<file path="src/rtl/traffic_pkg.sv">
// Shared types and constants for the intersection controller: phase
// enumeration, one-hot lamp encodings and default phase durations.
package traffic_pkg;

    typedef enum logic [2:0] {
        ST_MG1,
        ST_MG2,
        ST_MY,
        ST_WALK,
        ST_SG,
        ST_SGX,
        ST_SY
    } state_t;

    localparam logic [2:0] LAMP_RED = 3'b100;
    localparam logic [2:0] LAMP_YEL = 3'b010;
    localparam logic [2:0] LAMP_GRN = 3'b001;

    localparam int T_BASE_DEF = 6;
    localparam int T_EXT_DEF  = 3;
    localparam int T_YEL_DEF  = 2;
    localparam int T_WALK_DEF = 3;

    // Durations travel to the timer as a 4-bit code.
    function automatic logic [3:0] dur_code(input int d);
        return 4'(d);
    endfunction

endpackage

</file>
<file path="src/rtl/request_latch.sv">
// Sticky request flag: set and clear in the same cycle leaves it set, so a
// request arriving while it is being consumed is kept for the next round.
module request_latch (
    input  logic clock,
    input  logic reset_n,
    input  logic i_set,
    input  logic i_clr,
    output logic o_flag
);

    logic r_flag;

    always_ff @(posedge clock or negedge reset_n) begin
        if (!reset_n) begin
            r_flag <= 1'b0;
        end else if (i_set) begin
            r_flag <= 1'b1;
        end else if (i_clr) begin
            r_flag <= 1'b0;
        end
    end

    assign o_flag = r_flag;

endmodule

</file>
<file path="src/rtl/traffic_light_controller.sv">
// Phase sequencer for the intersection: loads the external interval timer on
// every phase entry and advances on its expiry, with registered lamp outputs.
module traffic_light_controller
    import traffic_pkg::*;
#(
    parameter int T_BASE = T_BASE_DEF,
    parameter int T_EXT  = T_EXT_DEF,
    parameter int T_YEL  = T_YEL_DEF,
    parameter int T_WALK = T_WALK_DEF
) (
    input  logic       clock,
    input  logic       reset_n,
    input  logic       expired,
    input  logic       sensor,
    input  logic       walk_request,
    output logic [3:0] value,
    output logic       start_timer,
    output logic [2:0] main_light,
    output logic [2:0] side_light,
    output logic       walk_lamp
);

    if (T_BASE < 1 || T_EXT < 1 || T_YEL < 1 || T_WALK < 1) begin : g_bad_duration
        $fatal(1, "traffic_light_controller: phase durations must be non-zero");
    end

    state_t     r_state;
    state_t     w_next_state;
    logic       r_start;
    logic       r_start_d;
    logic       r_pend;
    logic [3:0] r_value;
    logic [2:0] r_main;
    logic [2:0] r_side;
    logic       r_walk_lamp;

    logic       w_qual;
    logic       w_load;
    logic       w_walk_latched;
    logic       w_enter_walk;
    logic [3:0] w_value;
    logic [2:0] w_main;
    logic [2:0] w_side;
    logic       w_walk;

    // The timer's expired flag may still be high from the previous interval
    // for up to two cycles after a load, so those cycles are ignored.
    assign w_qual = expired & ~r_start & ~r_start_d & ~r_pend;

    // NOTE: every variable written here gets a default first, so no path
    // through the case leaves it unassigned and no latch is inferred.
    always_comb begin
        w_next_state = r_state;
        if (w_qual) begin
            case (r_state)
                ST_MG1:  w_next_state = sensor ? ST_MY : ST_MG2;
                ST_MG2:  w_next_state = ST_MY;
                ST_MY:   w_next_state = w_walk_latched ? ST_WALK : ST_SG;
                ST_WALK: w_next_state = ST_SG;
                ST_SG:   w_next_state = sensor ? ST_SGX : ST_SY;
                ST_SGX:  w_next_state = ST_SY;
                ST_SY:   w_next_state = ST_MG1;
                default: w_next_state = ST_MG1;
            endcase
        end
    end

    always_comb begin
        w_value = dur_code(T_BASE);
        w_main  = LAMP_RED;
        w_side  = LAMP_RED;
        w_walk  = 1'b0;
        case (w_next_state)
            ST_MG1, ST_MG2: w_main = LAMP_GRN;
            ST_MY: begin
                w_value = dur_code(T_YEL);
                w_main  = LAMP_YEL;
            end
            ST_WALK: begin
                w_value = dur_code(T_WALK);
                w_walk  = 1'b1;
            end
            ST_SG: w_side = LAMP_GRN;
            ST_SGX: begin
                w_value = dur_code(T_EXT);
                w_side  = LAMP_GRN;
            end
            ST_SY: begin
                w_value = dur_code(T_YEL);
                w_side  = LAMP_YEL;
            end
            default: ;
        endcase
    end

    assign w_load       = r_pend | w_qual;
    assign w_enter_walk = w_qual & (w_next_state == ST_WALK);

    request_latch u_walk_latch (
        .clock   (clock),
        .reset_n (reset_n),
        .i_set   (walk_request),
        .i_clr   (w_enter_walk),
        .o_flag  (w_walk_latched)
    );

    // NOTE: state uses non-blocking assignments so every register samples
    // the pre-edge values, independent of statement order.
    always_ff @(posedge clock or negedge reset_n) begin
        if (!reset_n) begin
            r_state     <= ST_MG1;
            r_start     <= 1'b0;
            r_start_d   <= 1'b0;
            r_pend      <= 1'b1;
            r_value     <= dur_code(T_BASE);
            r_main      <= LAMP_GRN;
            r_side      <= LAMP_RED;
            r_walk_lamp <= 1'b0;
        end else begin
            r_start_d <= r_start;
            r_start   <= w_load;
            r_pend    <= 1'b0;
            if (w_load) begin
                r_state     <= w_next_state;
                r_value     <= w_value;
                r_main      <= w_main;
                r_side      <= w_side;
                r_walk_lamp <= w_walk;
            end
        end
    end

    assign value       = r_value;
    assign start_timer = r_start;
    assign main_light  = r_main;
    assign side_light  = r_side;
    assign walk_lamp   = r_walk_lamp;

endmodule

</file>
<file path="config.mk">
export PLATFORM = sky130hd
export DESIGN_NAME = traffic_light_controller
export DESIGN_NICKNAME = d
export VERILOG_FILES = /design/src/rtl/traffic_pkg.sv /design/src/rtl/request_latch.sv /design/src/rtl/traffic_light_controller.sv
export SDC_FILE = /design/constraint.sdc
export NUM_CORES = 1
export LEC_CHECK = 0
export ABC_AREA = 1
export CORE_MARGIN = 2
export CORE_UTILIZATION = 30
export CTS_CLUSTER_DIAMETER = 150
export DETAILED_ROUTE_END_ITERATION = 12
export HOLD_SLACK_MARGIN = 0.06
export PLACE_DENSITY_LB_ADDON = 0.05
export SYNTH_ARGS = -nofsm -noshare
export SYNTH_HDL_FRONTEND = slang
export SYNTH_SLANG_ARGS = --single-unit
</file>
<file path="constraint.sdc">
create_clock -name clock -period 3.4 [get_ports clock]
set_input_delay 1.02 -clock clock [delete_from_list [all_inputs] [get_ports clock]]
set_output_delay 1.02 -clock clock [all_outputs]
set_load 0.03 [all_outputs]
</file>
==> summary.txt <==
Status
  – Run status: complete, no violations

Critical path
  – CP required: 2380 ps
  – Type of element capturing the critical path: output port
  – Arrival time of the worst setup path: 1490 ps
  – Critical setup path kind: reg2out
  – Crit-path leading delay family: buffers and inverters
  – Crit path buf inv count: 1
  – Kind of start point of the critical path: flop
  – Cell with the biggest individual delay on the critical path: sky130_fd_sc_hd__clkdlybuf4s50_1
  – Worst-path cell chain: clkdlybuf4s50_1
  – Largest stage delay on the critical path: between 600 and 700 ps
  – Highest net fanout along the worst path: 2

Synthesis
  – Largest family of logic cells by synthesized area: simple AND/OR/NAND/NOR gates
  – Most area-consuming cells after synthesis: sky130_fd_sc_hd__dfrtp_1 37%, sky130_fd_sc_hd__nand2_1 13%, sky130_fd_sc_hd__dfstp_2 13%
  – Portion of synthesized cell area occupied by the leading cell type: between 30% and 40%
  – Synth Area in Simple Gates: a little over a third
  – Area of the mapped netlist: approximately 820 sq um
  – Total of flip-flops plus latches after synthesis: 16
  – Sequential share of the synthesized area: 49.6%
  – Cell count after synthesis: 95
  – Proportion of synthesized area in mux cells: 0%
  – Post-Synth XOR/XNOR Area: 0%
  – Library cell with the largest summed area after synthesis: sky130_fd_sc_hd__dfrtp_1
  – Post-Synth Adder-Cell Area: 0%
  – Yosys warnings: 0
  – Average size of a mapped cell: around 8.6 sq um
  – Compound-cell area share of the yosys netlist: around 5.2%
  – Number of different library cells in the post-synthesis netlist: 22

Global routing
  – Overflow after GRT: 0
  – Wire length of the first global-routing pass: ~2.8 mm
  – Antenna violations before repair: 0
  – Maximum number of pins on one net before global-route repair: 17
  – Number of global-route vias before repair: ~650
  – Global-route total usage across every layer: roughly 11%

Clock network
  – Bufs on Longest Clock Path: 2
  – PostCTS Resize Cnt: 0
  – TritonCTS clock tree: built
  – Clock latency reported for the late side of the worst-skew pair: roughly 280 ps
  – Number of hold buffers added after CTS: 0
  – Total CTS buffers: 3
  – H-Tree Level Count: 1
  – Post-CTS setup buffer count: 0
  – Root cell of the clock tree: sky130_fd_sc_hd__clkbuf_4
  – Register clock-pin slew on the reported worst setup and hold paths: ~90 ps
  – CTS Sinks: 16

STA
  – Final hold viol count: 0
  – Fin worst setup slack: 894 ps
  – Achievable Freq: 0.399 GHz
  – Final Cycle Share: approximately three quarters
  – Setup Total Neg Slack: 0 ps
  – Slew headroom: between 50% and 60%
  – Final min period: about 2500 ps
  – Slew at the pin closest to its max-slew limit: around 700 ps
  – Setup repair after global routing missed its margin: no
  – Final setup violating endpoints: 0
  – Clock tree skew after final layout: approximately 2.9 ps
  – Final Max Tran Viols: 0

Final layout
  – Post-layout nets: about 120
  – Fillcell total: about 270
  – Layout cells sized above 1: approximately 29%
  – Growth of design area from synthesis to finish: 24.8%
  – N_diodes: 0
  – Leading cell types in the layout, fill and taps excluded: 29 x sky130_fd_sc_hd__nand2_1, 14 x sky130_fd_sc_hd__clkdlybuf4s50_1, 12 x sky130_fd_sc_hd__dfrtp_1, 8 x sky130_fd_sc_hd__inv_1, 7 x sky130_fd_sc_hd__nor2_1
  – Summed area of non-filler cells in the final layout: ~1000 sq um
  – Leading cell type in the layout, fill and taps excluded: sky130_fd_sc_hd__nand2_1
  – Non-filler instance count after layout: 142

Placement
  – Final estimated routing congestion in global placement: 0.743
  – Place WS: approximately 930 ps
  – Standard cell area after detailed placement: 983 sq um
  – Post-detailed-placement half-perimeter wirelength: approximately 1.1 mm
  – Port-buffer cells: 14
  – Inst Count DP: about 140

Detailed routing
  – Number of design-rule violations left by the first detailed-router iteration: 17
  – Routed len/inst: 10.7 um
  – Post-detailed-route count of antenna-violating nets: 0
  – Number of search-and-repair iterations in the first detailed-routing pass: 4
  – Routed vias/inst: around 4.4
  – Total number of vias: between 600 and 700
  – Number of design rule violations left after detail routing: 0
  – Post-Route WL: 1.53 mm

Run
  – Maxcap violations: 0

Power
  – Total power per unit cell area: about 640 nW/um^2
  – Worst VDD drop: 262 uV
  – Static leakage: 0.495 nW
  – Total chip power: 0.655 mW

Die
  – Num ports: 17
  – Die Y: 56.2 um
  – Number of rows created at floorplan: 18
  – Width of the die: approximately 56 um
  – Starting density of the core: between 30% and 40%
  – Total Die Area: ~3200 sq um
  – Core Box Area: 2520 sq um

Hold path
  – Worst hold path type: reg2reg
-- cell type report --
class / instances / area [sq um] / area share [%]
clock buffer: 4 / 36.3 / 3.56
inverter: 13 / 50.0 / 4.91
multi-input combinational: 65 / 350 / 34.4
sequential: 16 / 405 / 39.8
tap: 30 / 37.5 / 3.68
timing repair buffer: 14 / 140 / 13.7
-- flip-flops by register name, summed over array words and instances (netlist names) --
name,cells
r_pend,1
u_walk_latch.o_flag,1
start_timer,1
r_state,3
value,2
walk_lamp,1
r_start_d,1
main_light,3
side_light,3
-- cell families (layout without fill, tap and decap cells) --
| family | count (synthesis) | in the layout |
|---|---|---|
| AO/OA/AOI/OAI | 6 | 6 |
| flip-flops | 16 | 16 |
| AND/OR/NAND/NOR | 56 | 56 |
| buffers and inverters | 15 | 31 |
| other | 2 | 3 |
-- per-layer routing --
metal / GRT usage [%] / routed length, um / vias up
met3: 2.79 / 48 / 2
met4: 4.08 / 15 / 0
li1: - / - / 319
met1: 14.0 / 728 / 297
met2: 19.2 / 733 / 11
met5: 0 / 0 / -
-- Yosys cell counts --
cell / number
sky130_fd_sc_hd__dfrtp_1: 12
sky130_fd_sc_hd__inv_2: 4
sky130_fd_sc_hd__conb_1: 2
sky130_fd_sc_hd__clkinv_2: 1
sky130_fd_sc_hd__a21oi_2: 1
sky130_fd_sc_hd__nand2_4: 2
sky130_fd_sc_hd__a22o_2: 1
sky130_fd_sc_hd__nand2_2: 6
sky130_fd_sc_hd__nor2_2: 3
sky130_fd_sc_hd__o21ai_2: 1
sky130_fd_sc_hd__nand3_2: 2
sky130_fd_sc_hd__inv_1: 8
sky130_fd_sc_hd__nand4_1: 2
sky130_fd_sc_hd__dfstp_2: 4
sky130_fd_sc_hd__nand3_1: 2
sky130_fd_sc_hd__nand2_1: 29
sky130_fd_sc_hd__o21ai_1: 2
sky130_fd_sc_hd__nor2_4: 2
sky130_fd_sc_hd__nand3_4: 1
sky130_fd_sc_hd__o21ai_0: 1
sky130_fd_sc_hd__buf_4: 2
sky130_fd_sc_hd__nor2_1: 7
-- power by group --
part	total [mW]	leakage [nW]	switching [mW]	internal [mW]
logic	0.266	0.290	0.165	0.101
registers	0.265	0.184	0.0278	0.238
clock network	0.124	0.0210	0.0586	0.0651
-- path summary, 6_finish.rpt --
path	from	end	slack, ps	cells past startpoint
max	value[2]	value[2]	890	1
min	start_timer	r_start_d	470	0
max reg2reg	r_pend	value[2]	2000	10
min reg2reg	start_timer	r_start_d	470	0
max in group asynchronous	reset_n	r_start_d	1810	1
min in group asynchronous	reset_n	value[0]	1150	1
-- through the flow --
step           hold slack [ps]  util, %
2_1_floorplan              482        -
3_3_place_gp               451     39.0
3_5_place_dp               457     39.0
4_1_cts                    481     40.4
5_1_grt                    502     40.4
6_report                   472     40.4
(Power assumes the default switching activity.)
